**src/rtl/display_pkg.sv**
```systemverilog
// Shared definitions for the memory-mapped LED / seven-segment display peripheral:
// register map, store encodings and the active-low hex font.
package display_pkg;

  typedef enum logic [1:0] {
    REG_LED    = 2'd0,
    REG_HEX    = 2'd1,
    REG_CTRL   = 2'd2,
    REG_STATUS = 2'd3
  } reg_sel_e;

  typedef enum logic [2:0] {
    STORE_SB = 3'b000,
    STORE_SH = 3'b001,
    STORE_SW = 3'b010
  } store_op_e;

  localparam int unsigned CTRL_ENABLE_BIT  = 0;
  localparam int unsigned CTRL_BLANK_LSB   = 4;
  localparam int unsigned STATUS_DIGIT_LSB = 0;
  localparam int unsigned STATUS_ERR_BIT   = 8;

  localparam logic [6:0] SEG_BLANK = 7'h7F;

  // Segment order {g,f,e,d,c,b,a}, active-low; entry 0 is the rightmost slice.
  localparam logic [15:0][6:0] HEX_FONT = {
    7'h0E, 7'h06, 7'h21, 7'h46, 7'h03, 7'h08, 7'h10, 7'h00,
    7'h78, 7'h02, 7'h12, 7'h19, 7'h30, 7'h24, 7'h79, 7'h40
  };

endpackage

```
**src/rtl/display_controller_seg_decoder.sv**
```systemverilog
// Combinational nibble to active-low seven-segment pattern.
module seg_decoder
  import display_pkg::*;
(
  input  logic [3:0] nibble,
  output logic [6:0] segments
);

  always_comb begin
    segments = HEX_FONT[nibble];
  end

endmodule

```
**src/rtl/display_controller.sv**
```systemverilog
// Memory-mapped LED and 4-digit seven-segment display controller with a
// byte/half/word store path, combinational readback and a refresh scanner.
module display_controller
  import display_pkg::*;
#(
  parameter logic [31:0] BASE_ADDR   = 32'hFFFF_0000,
  parameter int unsigned REFRESH_DIV = 50000
) (
  input  logic        clk,
  input  logic        reset_n,
  input  logic [31:0] mem_address,
  input  logic        mem_write_enable,
  input  logic        mem_read_enable,
  input  logic [2:0]  store_operation,
  input  logic [31:0] write_data,
  output logic [31:0] read_data,
  output logic        hit,
  output logic [15:0] leds,
  output logic [6:0]  seg,
  output logic [3:0]  an
);

  localparam int unsigned CNT_W = $clog2(REFRESH_DIV);
  localparam logic [CNT_W-1:0] CNT_LAST = CNT_W'(REFRESH_DIV - 1);

  logic [15:0]      led_q;
  logic [15:0]      hex_q;
  logic             ctrl_en;
  logic [3:0]       ctrl_blank;
  logic             err_q;
  logic [CNT_W-1:0] cnt;
  logic [1:0]       digit;
  logic [6:0]       seg_q;
  logic [3:0]       an_q;

  reg_sel_e    sel;
  logic [31:0] cur_word;
  logic [31:0] wr_mask;
  logic [31:0] wr_data;
  logic [31:0] merged;
  logic        op_valid;
  logic        misalign;
  logic        store_en;
  logic [3:0]  nibble;
  logic [6:0]  font_seg;
  logic        lit;
  logic [6:0]  seg_next;
  logic [3:0]  an_next;
  logic        unused_merged;

  assign hit = (mem_address[31:4] == BASE_ADDR[31:4]);
  assign sel = reg_sel_e'(mem_address[3:2]);

  always_comb begin
    cur_word = '0;
    case (sel)
      REG_LED:    cur_word = {16'h0000, led_q};
      REG_HEX:    cur_word = {16'h0000, hex_q};
      REG_CTRL:   cur_word = {24'h000000, ctrl_blank, 3'b000, ctrl_en};
      REG_STATUS: cur_word = {23'h0, err_q, 6'b000000, digit};
      default:    cur_word = '0;
    endcase
  end

  assign read_data = (hit && mem_read_enable) ? cur_word : '0;

  // Stores are merged into the current word by lane mask; only implemented bits are kept.
  always_comb begin
    wr_mask  = '0;
    wr_data  = '0;
    op_valid = 1'b0;
    misalign = 1'b0;
    case (store_operation)
      STORE_SB: begin
        op_valid = 1'b1;
        wr_mask  = 32'h0000_00FF << {mem_address[1:0], 3'b000};
        wr_data  = {4{write_data[7:0]}};
      end
      STORE_SH: begin
        op_valid = 1'b1;
        misalign = mem_address[0];
        wr_mask  = mem_address[1] ? 32'hFFFF_0000 : 32'h0000_FFFF;
        wr_data  = {2{write_data[15:0]}};
      end
      STORE_SW: begin
        op_valid = 1'b1;
        misalign = |mem_address[1:0];
        wr_mask  = '1;
        wr_data  = write_data;
      end
      default: ;
    endcase
    merged = (cur_word & ~wr_mask) | (wr_data & wr_mask);
  end

  assign store_en      = mem_write_enable && hit && op_valid;
  assign unused_merged = ^merged[31:16];

  always_ff @(posedge clk or negedge reset_n) begin
    if (!reset_n) begin
      led_q      <= '0;
      hex_q      <= '0;
      ctrl_en    <= 1'b0;
      ctrl_blank <= '0;
      err_q      <= 1'b0;
    end else if (store_en) begin
      if (misalign) begin
        err_q <= 1'b1;
      end else begin
        case (sel)
          REG_LED:    led_q <= merged[15:0];
          REG_HEX:    hex_q <= merged[15:0];
          REG_CTRL: begin
            ctrl_en    <= merged[CTRL_ENABLE_BIT];
            ctrl_blank <= merged[CTRL_BLANK_LSB +: 4];
          end
          REG_STATUS: err_q <= 1'b0;
          default: ;
        endcase
      end
    end
  end

  assign nibble = hex_q[{digit, 2'b00} +: 4];

  seg_decoder u_seg_decoder (
    .nibble   (nibble),
    .segments (font_seg)
  );

  always_comb begin
    lit      = ctrl_en && !ctrl_blank[digit];
    seg_next = lit ? font_seg : SEG_BLANK;
    an_next  = lit ? ~(4'b0001 << digit) : 4'hF;
  end

  // seg/an are registered together so a digit step never shows a mixed pattern.
  always_ff @(posedge clk or negedge reset_n) begin
    if (!reset_n) begin
      cnt   <= '0;
      digit <= '0;
      seg_q <= SEG_BLANK;
      an_q  <= 4'hF;
    end else begin
      if (cnt == CNT_LAST) begin
        cnt   <= '0;
        digit <= digit + 2'd1;
      end else begin
        cnt <= cnt + CNT_W'(1);
      end
      seg_q <= seg_next;
      an_q  <= an_next;
    end
  end

  assign leds = led_q;
  assign seg  = seg_q;
  assign an   = an_q;

endmodule

```
**config.mk**
```make
export PLATFORM = sky130hd
export DESIGN_NAME = display_controller
export DESIGN_NICKNAME = d
export VERILOG_FILES = /design/src/rtl/display_pkg.sv /design/src/rtl/display_controller_seg_decoder.sv /design/src/rtl/display_controller.sv
export SDC_FILE = /design/constraint.sdc
export NUM_CORES = 1
export LEC_CHECK = 0
export BUFFER_PORTS_ARGS = -buffer_cell sky130_fd_sc_hd__buf_2
export CORE_MARGIN = 2
export CORE_UTILIZATION = 55
export DETAILED_ROUTE_END_ITERATION = 12
export PLACE_DENSITY = 0.86
export SETUP_SLACK_MARGIN = 0.2
export SYNTH_ARGS = -nofsm -noshare
export SYNTH_HDL_FRONTEND = slang
export SYNTH_SLANG_ARGS = --single-unit
export TNS_END_PERCENT = 20
```
**constraint.sdc**
```tcl
create_clock -name clk -period 6.1 [get_ports clk]
set_clock_uncertainty 0.1 [all_clocks]
set_input_delay 0.305 -clock clk [delete_from_list [all_inputs] [get_ports clk]]
set_output_delay 0.305 -clock clk [all_outputs]
set_load 0.01 [all_outputs]
```
=== Word level (Yosys, flattened, before mapping) ===
Memory sizes are Yosys's and may differ from the RTL's.
Cells that the tools add are included.

* Bitwise logic cells: 6
* Add/sub/neg operators: 2
* Magnitude comparators: 2
* Reduce and logical (&&, ||, !) cells: 14
* Equal/unequal tests: 7
* Multiplexer cells: 15
* Shifts and indexed selects: 3

{| class="wikitable"
|+ Operators by type and width
! operator !! count
|-
| 32-bit one-hot mux with 4 select lines || 1
|-
| 16-bit one-hot mux with 3 select lines || 2
|-
| 16-bit bitwise AND || 2
|-
| 16-bit 2-to-1 mux || 2
|-
| 32-bit 2-to-1 mux || 1
|-
| 28-bit == test (second input constant) || 1
|-
| 16-bit by 1-bit adder with 16-bit output (second input constant) || 1
|-
| 16-bit == test (second input constant) || 1
|-
| 16-bit inverter || 1
|-
| 16-bit OR || 1
|-
| 16-bit by 5-bit indexed part select with 4-bit output || 1
|-
| 8-bit by 5-bit << shifter with 16-bit output (first input constant) || 1
|-
| 7-bit 2-to-1 mux || 2
|-
| 3-bit AND reduction || 3
|-
| 4-bit by 5-bit < comparator with 1-bit output (second input constant) || 1
|-
| 2-bit == test (second input constant) || 2
|-
| 1-bit logical AND || 4
|-
| 1-bit 2-to-1 mux || 4
|-
| 4-bit 2-to-1 mux || 1
|-
| 4-bit inverter || 1
|-
| 1-bit by 2-bit << shifter with 4-bit output (first input constant) || 1
|-
| 3-bit by 1-bit == test with 1-bit output (second input constant) || 1
|-
| 3-bit by 2-bit == test with 1-bit output (second input constant) || 1
|-
| 3-bit zero test || 1
|-
| 12 further kinds || 12
|}

* Register bits: 67
* Memory bits (read-only): 112
* Memories kept: 1
* Logic and storage cells: 59
* Output and inout bits: 60
* Input bits: 71

{| class="wikitable"
|+ Memory list
! name !! words !! width !! read ports !! clocked after memory_dff !! write ports !! line !! source
|-
| (name not given) || 16 || 7 || 1 || 0 || 0 || display_controller_seg_decoder.sv:10 || <nowiki>segments = HEX_FONT[nibble];</nowiki>
|}

=== Depth between registers and ports, before layout ===
Gate-level depths: netlist of run 1.

* Depth in word-level cells: 5
* Gate-level depth with buffers: 8
* Gate-level depth less buffers: 7

=== Modules after synthesis ===
From an unflattened synthesis of run 1, not the netlist that was laid out.

* Cells, all modules: 375
* Area total of the unflattened synthesis: 4,085.2 um2

{| class="wikitable"
|+ By module, submodules not included
! module !! area an instance (um2) !! times used !! seq. area each (um2) !! cells each
|-
| display_controller || 3,832.4 || 1 || 1,690.4 || 344
|-
| seg_decoder || 252.7 || 1 || 0.0 || 31
|}

=== Least setup slack after synthesis of run 1 ===
Ideal clock, no wire load.

* Kind: input-to-reg
* Start point: input port mem_address[6]
* End point: register hex_q[10]
* Required time: 5,875 ps
* Stages on the path: 7
* Path slack: 3,603 ps
* Buffers on the path: 2
* Arrival time: 2,272 ps
* Setup time: 125 ps
* Path through: nor4_2 nand4_1 or4_1 buf_2 nor4b_4 buf_8 mux2_4

* Cells in the longest elaborated chain, start to end: 4

{| class="wikitable"
|+ Ends and longest elaborated chain
! what !! line !! source
|-
| start: declaration || display_controller.sv:11 || <nowiki>input logic [31:0] mem_address,</nowiki>
|-
| 28-bit == test || display_controller.sv:51 || <nowiki>assign hit = (mem_address[31:4] == BASE_ADDR[31:4]);</nowiki>
|-
| 1-bit logical AND (2 in series) || display_controller.sv:96 || <nowiki>assign store_en = mem_write_enable && hit && op_valid;</nowiki>
|-
| 3-bit AND reduction (no source line) || - ||
|-
| end signal: assignment || display_controller.sv:112 || <nowiki>REG_HEX: hex_q <= merged[15:0];</nowiki>
|-
| end: declaration || display_controller.sv:27 || <nowiki>logic [15:0] hex_q;</nowiki>
|}

No other way between the ends.
A chain may end at the register's enable or synchronous reset.

=== Worst setup path after layout of run 1 ===
* Start point: input port mem_address[5]
* End point: output port read_data[3]

* Cells in the longest elaborated chain, start to end: 3

{| class="wikitable"
|+ Ends and longest elaborated chain
! what !! line !! source
|-
| 28-bit == test || display_controller.sv:51 ||
|-
| 1-bit logical AND || display_controller.sv:65 || <nowiki>assign read_data = (hit && mem_read_enable) ? cur_word : '0;</nowiki>
|-
| 32-bit 2-to-1 mux || display_controller.sv:65 ||
|-
| end: declaration || display_controller.sv:16 || <nowiki>output logic [31:0] read_data,</nowiki>
|}

No other way between the ends.

==> results of run 1 <==
## registers in the layout, indices dropped and copies added, names as in the netlist
signal,flops
err_q,1
leds,16
an,4
ctrl_en,1
digit,2
ctrl_blank,4
hex_q,16
seg,7
cnt,16
## power by group
group / leakage, nW / switching [mW] / total (mW) / internal (mW)
Sequential: 0.884 / 0.000000000456 / 0.444 / 0.444
Combinational: 1.28 / 0.0476 / 0.0747 / 0.0272
Clock: 0.0962 / 0.182 / 0.373 / 0.191
Total: 2.26 / 0.229 / 0.892 / 0.663
## synthesized netlist by cell type (6+ instances only)
cell | count | share of area
mux2_2 | 36 | 0.10
nand4_1 | 7 | 0.011
o31ai_1 | 7 | 0.013
o21ai_0 | 9 | 0.011
ha_1 | 11 | 0.034
nor3_1 | 10 | 0.012
dfrtp_1 | 56 | 0.34
clkbuf_1 | 13 | 0.012
nand3_1 | 11 | 0.014
inv_1 | 9 | 0.0083
buf_4 | 17 | 0.031
xor2_1 | 7 | 0.015
xnor2_1 | 9 | 0.019
mux4_2 | 6 | 0.033
and3_1 | 8 | 0.012
mux2_4 | 10 | 0.037
dfstp_2 | 11 | 0.071
a21oi_1 | 6 | 0.0074
nor2_1 | 34 | 0.031
a31oi_1 | 8 | 0.012
mux2i_1 | 24 | 0.059
nand2_1 | 27 | 0.025
## cell families after synthesis
family | after synthesis
AND/OR/NAND/NOR | 120
AO/OA/AOI/OAI | 43
adder cells (fa/ha/maj) | 11
other | 1
XOR/XNOR | 16
flip-flops | 67
multiplexers | 76
buffers and inverters | 44
## metrics by stage
| step | power (mW) | hold WS (ns) | instances | util | setup slack (ns) |
|---|---|---|---|---|---|
| 6_report | 0.892 | 0.0507 | 573 | 0.658 | 3.21 |
| 5_1_grt | 0.924 | 0.118 | 573 | 0.658 | 3.06 |
| 3_3_place_gp | 0.525 | 0.364 | 557 | 0.630 | 3.02 |
| 2_1_floorplan | 0.498 | -0.0906 | 393 | - | 3.60 |
| 4_1_cts | 0.899 | 0.0728 | 573 | 0.658 | 3.19 |
| 3_5_place_dp | 0.527 | 0.376 | 557 | 0.630 | 2.98 |
## path summary, 6_finish.rpt
kind | from | endpoint | slack [ns] | depth (start not counted)
max in group asynchronous | reset_n | cnt[11]$_DFF_PN0_ | 5.31 | 2
min | reset_n | cnt[14]$_DFF_PN0_ | 0.05 | 2
max reg2reg | digit[0]$_DFFE_PN0N_ | seg[3]$_DFF_PN1_ | 3.73 | 7
min reg2reg | cnt[0]$_DFF_PN0_ | cnt[0]$_DFF_PN0_ | 0.39 | 1
max | mem_address[5] | read_data[3] | 3.21 | 7
min in group clk | write_data[2] | leds[2]$_DFFE_PN0P_ | 0.29 | 3
## per-layer routing
| metal | GRT usage | vias up |
|---|---|---|
| met5 | 0 | - |
| met4 | 0.101 | 0 |
| met3 | 0.0369 | 17 |
| met2 | 0.388 | 131 |
| met1 | 0.321 | 1552 |
| li1 | - | 1509 |
## layout make-up
cell class                 count  area, µm²
sequential                    67       1690
inverter                       9       33.8
clock inverter                 7       76.3
tap                           99        124
multi-input combinational    282       2190
fill                         557       2470
clock buffer                   9        124
timing repair buffer         100        505
## critical path, delay by kind of cell
family | cells | cell delay, ns
simple gates | 5 | 1.89
buf+inv | 2 | 0.28
==> flow_summary.json, run 1 <==
{
  "cpPeakStageDelay_ns": 0.67,
  "wl_met1_um": 4080,
  "yosysUniqueCellTypes": 51,
  "timing.fmax_mhz": 346,
  "die_w_um": 90.0,
  "cts_made_buffers": 9,
  "wl_per_cell_um": 16.4,
  "core_mm2": 0.00721,
  "cts_tree": "yes",
  "tns_ns": 0,
  "die_area_mm2": 0.00810,
  "antenna_found_initial": 0,
  "power_density_mw_per_mm2": 188,
  "end_kind": "output port",
  "ir_worst_vdd_mv": 0.125,
  "hold_path.class": "in2async",
  "async_reset_ff_frac": 1.00,
  "vias": 3209,
  "clk_path_buf_depth": 2,
  "areaGrowthSynthToFinish_pct": 16.6,
  "synth-edff-count": 0,
  "wl_um": 9390,
  "met3_length_um": 599,
  "cts_resized": 0,
  "grt_max_degree": 68,
  "gp_congestion": 0.824,
  "htreeDepth": 3,
  "worstPathMaxFanout": 10,
  "initial_utilization": 0.564,
  "postCtsHoldBufs": 0,
  "synth_top_family_by_area": "multiplexers",
  "period_minus_slack_ns": 2.89,
  "syn_area_mm2": 0.00407,
  "drive_above_1_share": 0.397,
  "ys_seq_area_frac": 0.415,
  "top_layer": "met4",
  "die_h_um": 90.0,
  "ios": 131,
  "crit_path_start_kind": "primary input",
  "gr-total-overflow": 0,
  "synth_compound_area_frac": 0.0670,
  "grt_first_pass_wirelength_um": 15600,
  "placed_area_mm2": 0.00455,
  "ant_nets": 0,
  "drc": 0,
  "synthFlopType": "dfrtp_1",
  "cap_violations": 0,
  "critPathKind": "in2out",
  "status": "finished, final reports clean",
  "timing.final.crit_share": 0.474,
  "arrival_ns": 2.49,
  "rows": 31,
  "setup_violations": 0,
  "placement.io_buffers": 98,
  "diodes": 0,
  "detailed_place_hpwl_um": 6830,
  "synth-simple-area-share": 0.160,
  "syn_inst": 378,
  "path_clk_slew_ns": 0.08,
  "postCtsSetupBuffers": 0,
  "ys.warnings.count": 0,
  "final_cell_mix": "98 x buf_2, 56 x dfrtp_1, 36 x mux2_2",
  "rsz0062_at_grt": "no",
  "clkSinkCount": 67,
  "root_buffer": "clkbuf_8",
  "drtIter0Drc": 172,
  "grt_usage": 0.239,
  "grt_pass1_vias": 3127,
  "synthMuxAreaShare": 0.229,
  "worstSkewPairLatency_ns": 0.34,
  "worst_pin_slew_ns": 1.18,
  "vias_per_cell": 5.60,
  "mostFrequentLayoutCell": "buf_2",
  "drt-pass1-iter-count": 5,
  "nNetsFinal": 551,
  "drv_slew": 0,
  "final_area_mm2": 0.00475,
  "relSlewSlack": 0.208,
  "hold_violations": 0,
  "avgSynthCellArea_um2": 10.8,
  "ys_seq_elements": 67,
  "cp.required_ns": 5.69,
  "synth_fa_ha_area_frac": 0.0338,
  "p_leak_nw": 2.26,
  "synthXorXnorAreaFrac": 0.0344,
  "critPathSlowestCell": "nor3_1",
  "cp_cell_sequence": "buf_2, nor4_2, nand4_1, nor3_1, nand2_1, nor3_1, buf_2",
  "wl_met2_um": 4540
}
(Power assumes the default switching activity.)
==> inputs of run 2 (changes only) <==
--- a/config.mk
+++ b/config.mk
@@ -7,9 +7,9 @@
 export LEC_CHECK = 0
 export BUFFER_PORTS_ARGS = -buffer_cell sky130_fd_sc_hd__buf_2
 export CORE_MARGIN = 2
-export CORE_UTILIZATION = 55
+export CORE_UTILIZATION = 47
 export DETAILED_ROUTE_END_ITERATION = 12
-export PLACE_DENSITY = 0.86
+export PLACE_DENSITY = 0.78
 export SETUP_SLACK_MARGIN = 0.2
 export SYNTH_ARGS = -nofsm -noshare
 export SYNTH_HDL_FRONTEND = slang
==> constraint.sdc (replaced) <==
create_clock -name clk -period 2.3 [get_ports clk]
set_clock_uncertainty 0.1 [all_clocks]
set_input_delay 0.115 -clock clk [delete_from_list [all_inputs] [get_ports clk]]
set_output_delay 0.115 -clock clk [all_outputs]
set_load 0.01 [all_outputs]
==> run 2 against run 1 <==
  * Utilization decreased by 5.7 points
  * Largest power group unchanged
  * Register-to-register slack got worse by 3.4 ns
  * Critical path type is now reg2reg
  * Die area increased by 16%
  * Sequential cell count unchanged
  * Combinational power increased to 2.9 times the previous value
==> flow_summary.json, run 2 (synthesized netlist as in run 1, its figures left out) <==
{
  "p_leak_nw": 2.40,
  "die_area_mm2": 0.00942,
  "placement.io_buffers": 98,
  "drc": 0,
  "whs_ns": 0.0920,
  "core_mm2": 0.00830,
  "ir_worst_vdd_mv": 0.332,
  "cp.required_ns": 2.48,
  "timing.fmax_mhz": 500,
  "nNetsFinal": 571,
  "mostFrequentLayoutCell": "buf_2",
  "clk_path_buf_depth": 2,
  "placed_area_mm2": 0.00472,
  "total_power_mw": 2.50,
  "setup_violations": 0,
  "place_inst": 580,
  "r2r_cells": 7,
  "cts_made_buffers": 9,
  "grt_pass1_vias": 3374,
  "antenna_found_initial": 0,
  "grt_usage": 0.221,
  "timing.final.crit_share": 0.869,
  "tns_ns": 0,
  "initial_utilization": 0.490,
  "period_minus_slack_ns": 2.00,
  "startpoint": "digit[0]$_DFFE_PN0N_",
  "post-route-util": 0.601,
  "arrival_ns": 2.18,
  "final_area_mm2": 0.00499,
  "power.share.clock": 0.441,
  "pre_cts_slack_ns": 0.0439,
  "worstSkewPairLatency_ns": 0.35,
  "gr-total-overflow": 0,
  "worstHoldStart": "write_data[3]",
  "critPathKind": "reg2reg",
  "power_switching_share": 0.246,
  "vias": 3248,
  "worstPathMaxFanout": 6,
  "htreeDepth": 3,
  "power_frac_seq": 0.471,
  "r2r_end": "seg[3]$_DFF_PN1_",
  "ios": 131,
  "relSlewSlack": 0.517,
  "r2r-start": "digit[0]$_DFFE_PN0N_",
  "detailed_place_hpwl_um": 7480,
  "min_path_cells": 3,
  "die_h_um": 97.0,
  "grt_max_degree": 38,
  "status": "finished, final reports clean",
  "wl_um": 9940,
  "cap_violations": 0,
  "p_comb_frac": 0.088,
  "power.switching_mw": 0.615,
  "hold_path.class": "in2reg",
  "drv_slew": 0,
  "root_buffer": "clkbuf_8",
  "end_kind": "flop",
  "final_cell_count_no_fill": 600,
  "holdPathEnd": "hex_q[3]$_DFFE_PN0P_",
  "clkSinkCount": 67,
  "path_clk_slew_ns": 0.08,
  "gp_congestion": 0.875,
  "areaGrowthSynthToFinish_pct": 22.5,
  "rsz0062_at_grt": "no",
  "worst_pin_slew_ns": 0.725,
  "rows": 33,
  "wl_per_cell_um": 16.6,
  "final_cell_mix": "98 x buf_2, 55 x dfrtp_1, 36 x mux2_2",
  "drt-pass1-iter-count": 4,
  "crit_path_start_kind": "flop",
  "drtIter0Drc": 223,
  "drive_above_1_share": 0.429,
  "ant_nets": 0,
  "die_w_um": 97.0,
  "p_int_mw": 1.89,
  "cts_tree": "yes",
  "hold_violations": 0,
  "grt_first_pass_wirelength_um": 16700,
  "power_density_mw_per_mm2": 502,
  "setup_slack_ns": 0.300,
  "reg2reg_slack_ns": 0.30,
  "vias_per_cell": 5.41
}
-- run 2: cell types whose count changed in the layout (fill, tap and decap cells not counted), sizes merged --
cell	before	now
buf	100	119
bufinv	1	0
clkbuf	9	13
clkinv	2	1
clkinvlp	2	1
diode	0	1
dlygate4sd3	0	1
inv	11	10
-- run 2: area by class of cell --
type | count | area [µm²]
Clock inverter | 3 | 21.3
Multi-Input combinational cell | 282 | 2210
Sequential cell | 67 | 1690
Clock buffer | 13 | 213
Tap cell | 105 | 131
Timing Repair Buffer | 120 | 683
Inverter | 9 | 33.8
Antenna cell | 1 | 2.50
Fill cell | 682 | 3310
-- run 2: layer usage --
metal	part of all wire	wire length (µm)	GRT usage
met4	0.019	193	0.0910
met1	0.44	4420	0.286
met5	0	0	0
met2	0.48	4740	0.361
met3	0.060	596	0.0484
-- run 2: worst max-delay path by stage --
stage          slack, ns                    end
3_5_place_dp        0.04    leds[1]$_DFFE_PN0P_
3_3_place_gp        0.06   hex_q[2]$_DFFE_PN0P_
2_1_floorplan       0.01  hex_q[10]$_DFFE_PN0P_
6_report            0.30       seg[3]$_DFF_PN1_
5_1_grt             0.20       seg[3]$_DFF_PN1_
4_1_cts             0.23       seg[3]$_DFF_PN1_
-- run 2: power by group through the flow --
stage	Combinational, mW	Sequential [mW]	Clock, mW
after detailed placement	0.217	1.20	0
after global placement	0.211	1.20	0
after global routing	0.243	1.18	1.17
after CTS	0.219	1.18	1.12
final	0.220	1.18	1.10
after floorplan	0.125	1.20	0
-- run 2: repair_timing --
action,4_1_cts,5_1_grt
buffers inserted,0,2
setup endpoints to repair,1,1
resized for setup,1,2
hold endpoints to repair,25,0
hold buffers,1,0
cloned,0,0
-- run 2: critical path: stages (launching register included) --
cell     delay, ns
dfrtp_2       0.43
mux4_2        0.58
inv_2         0.12
ha_1          0.25
nand2_1       0.07
o21ai_0       0.08
and3b_1       0.17
a31oi_1       0.13
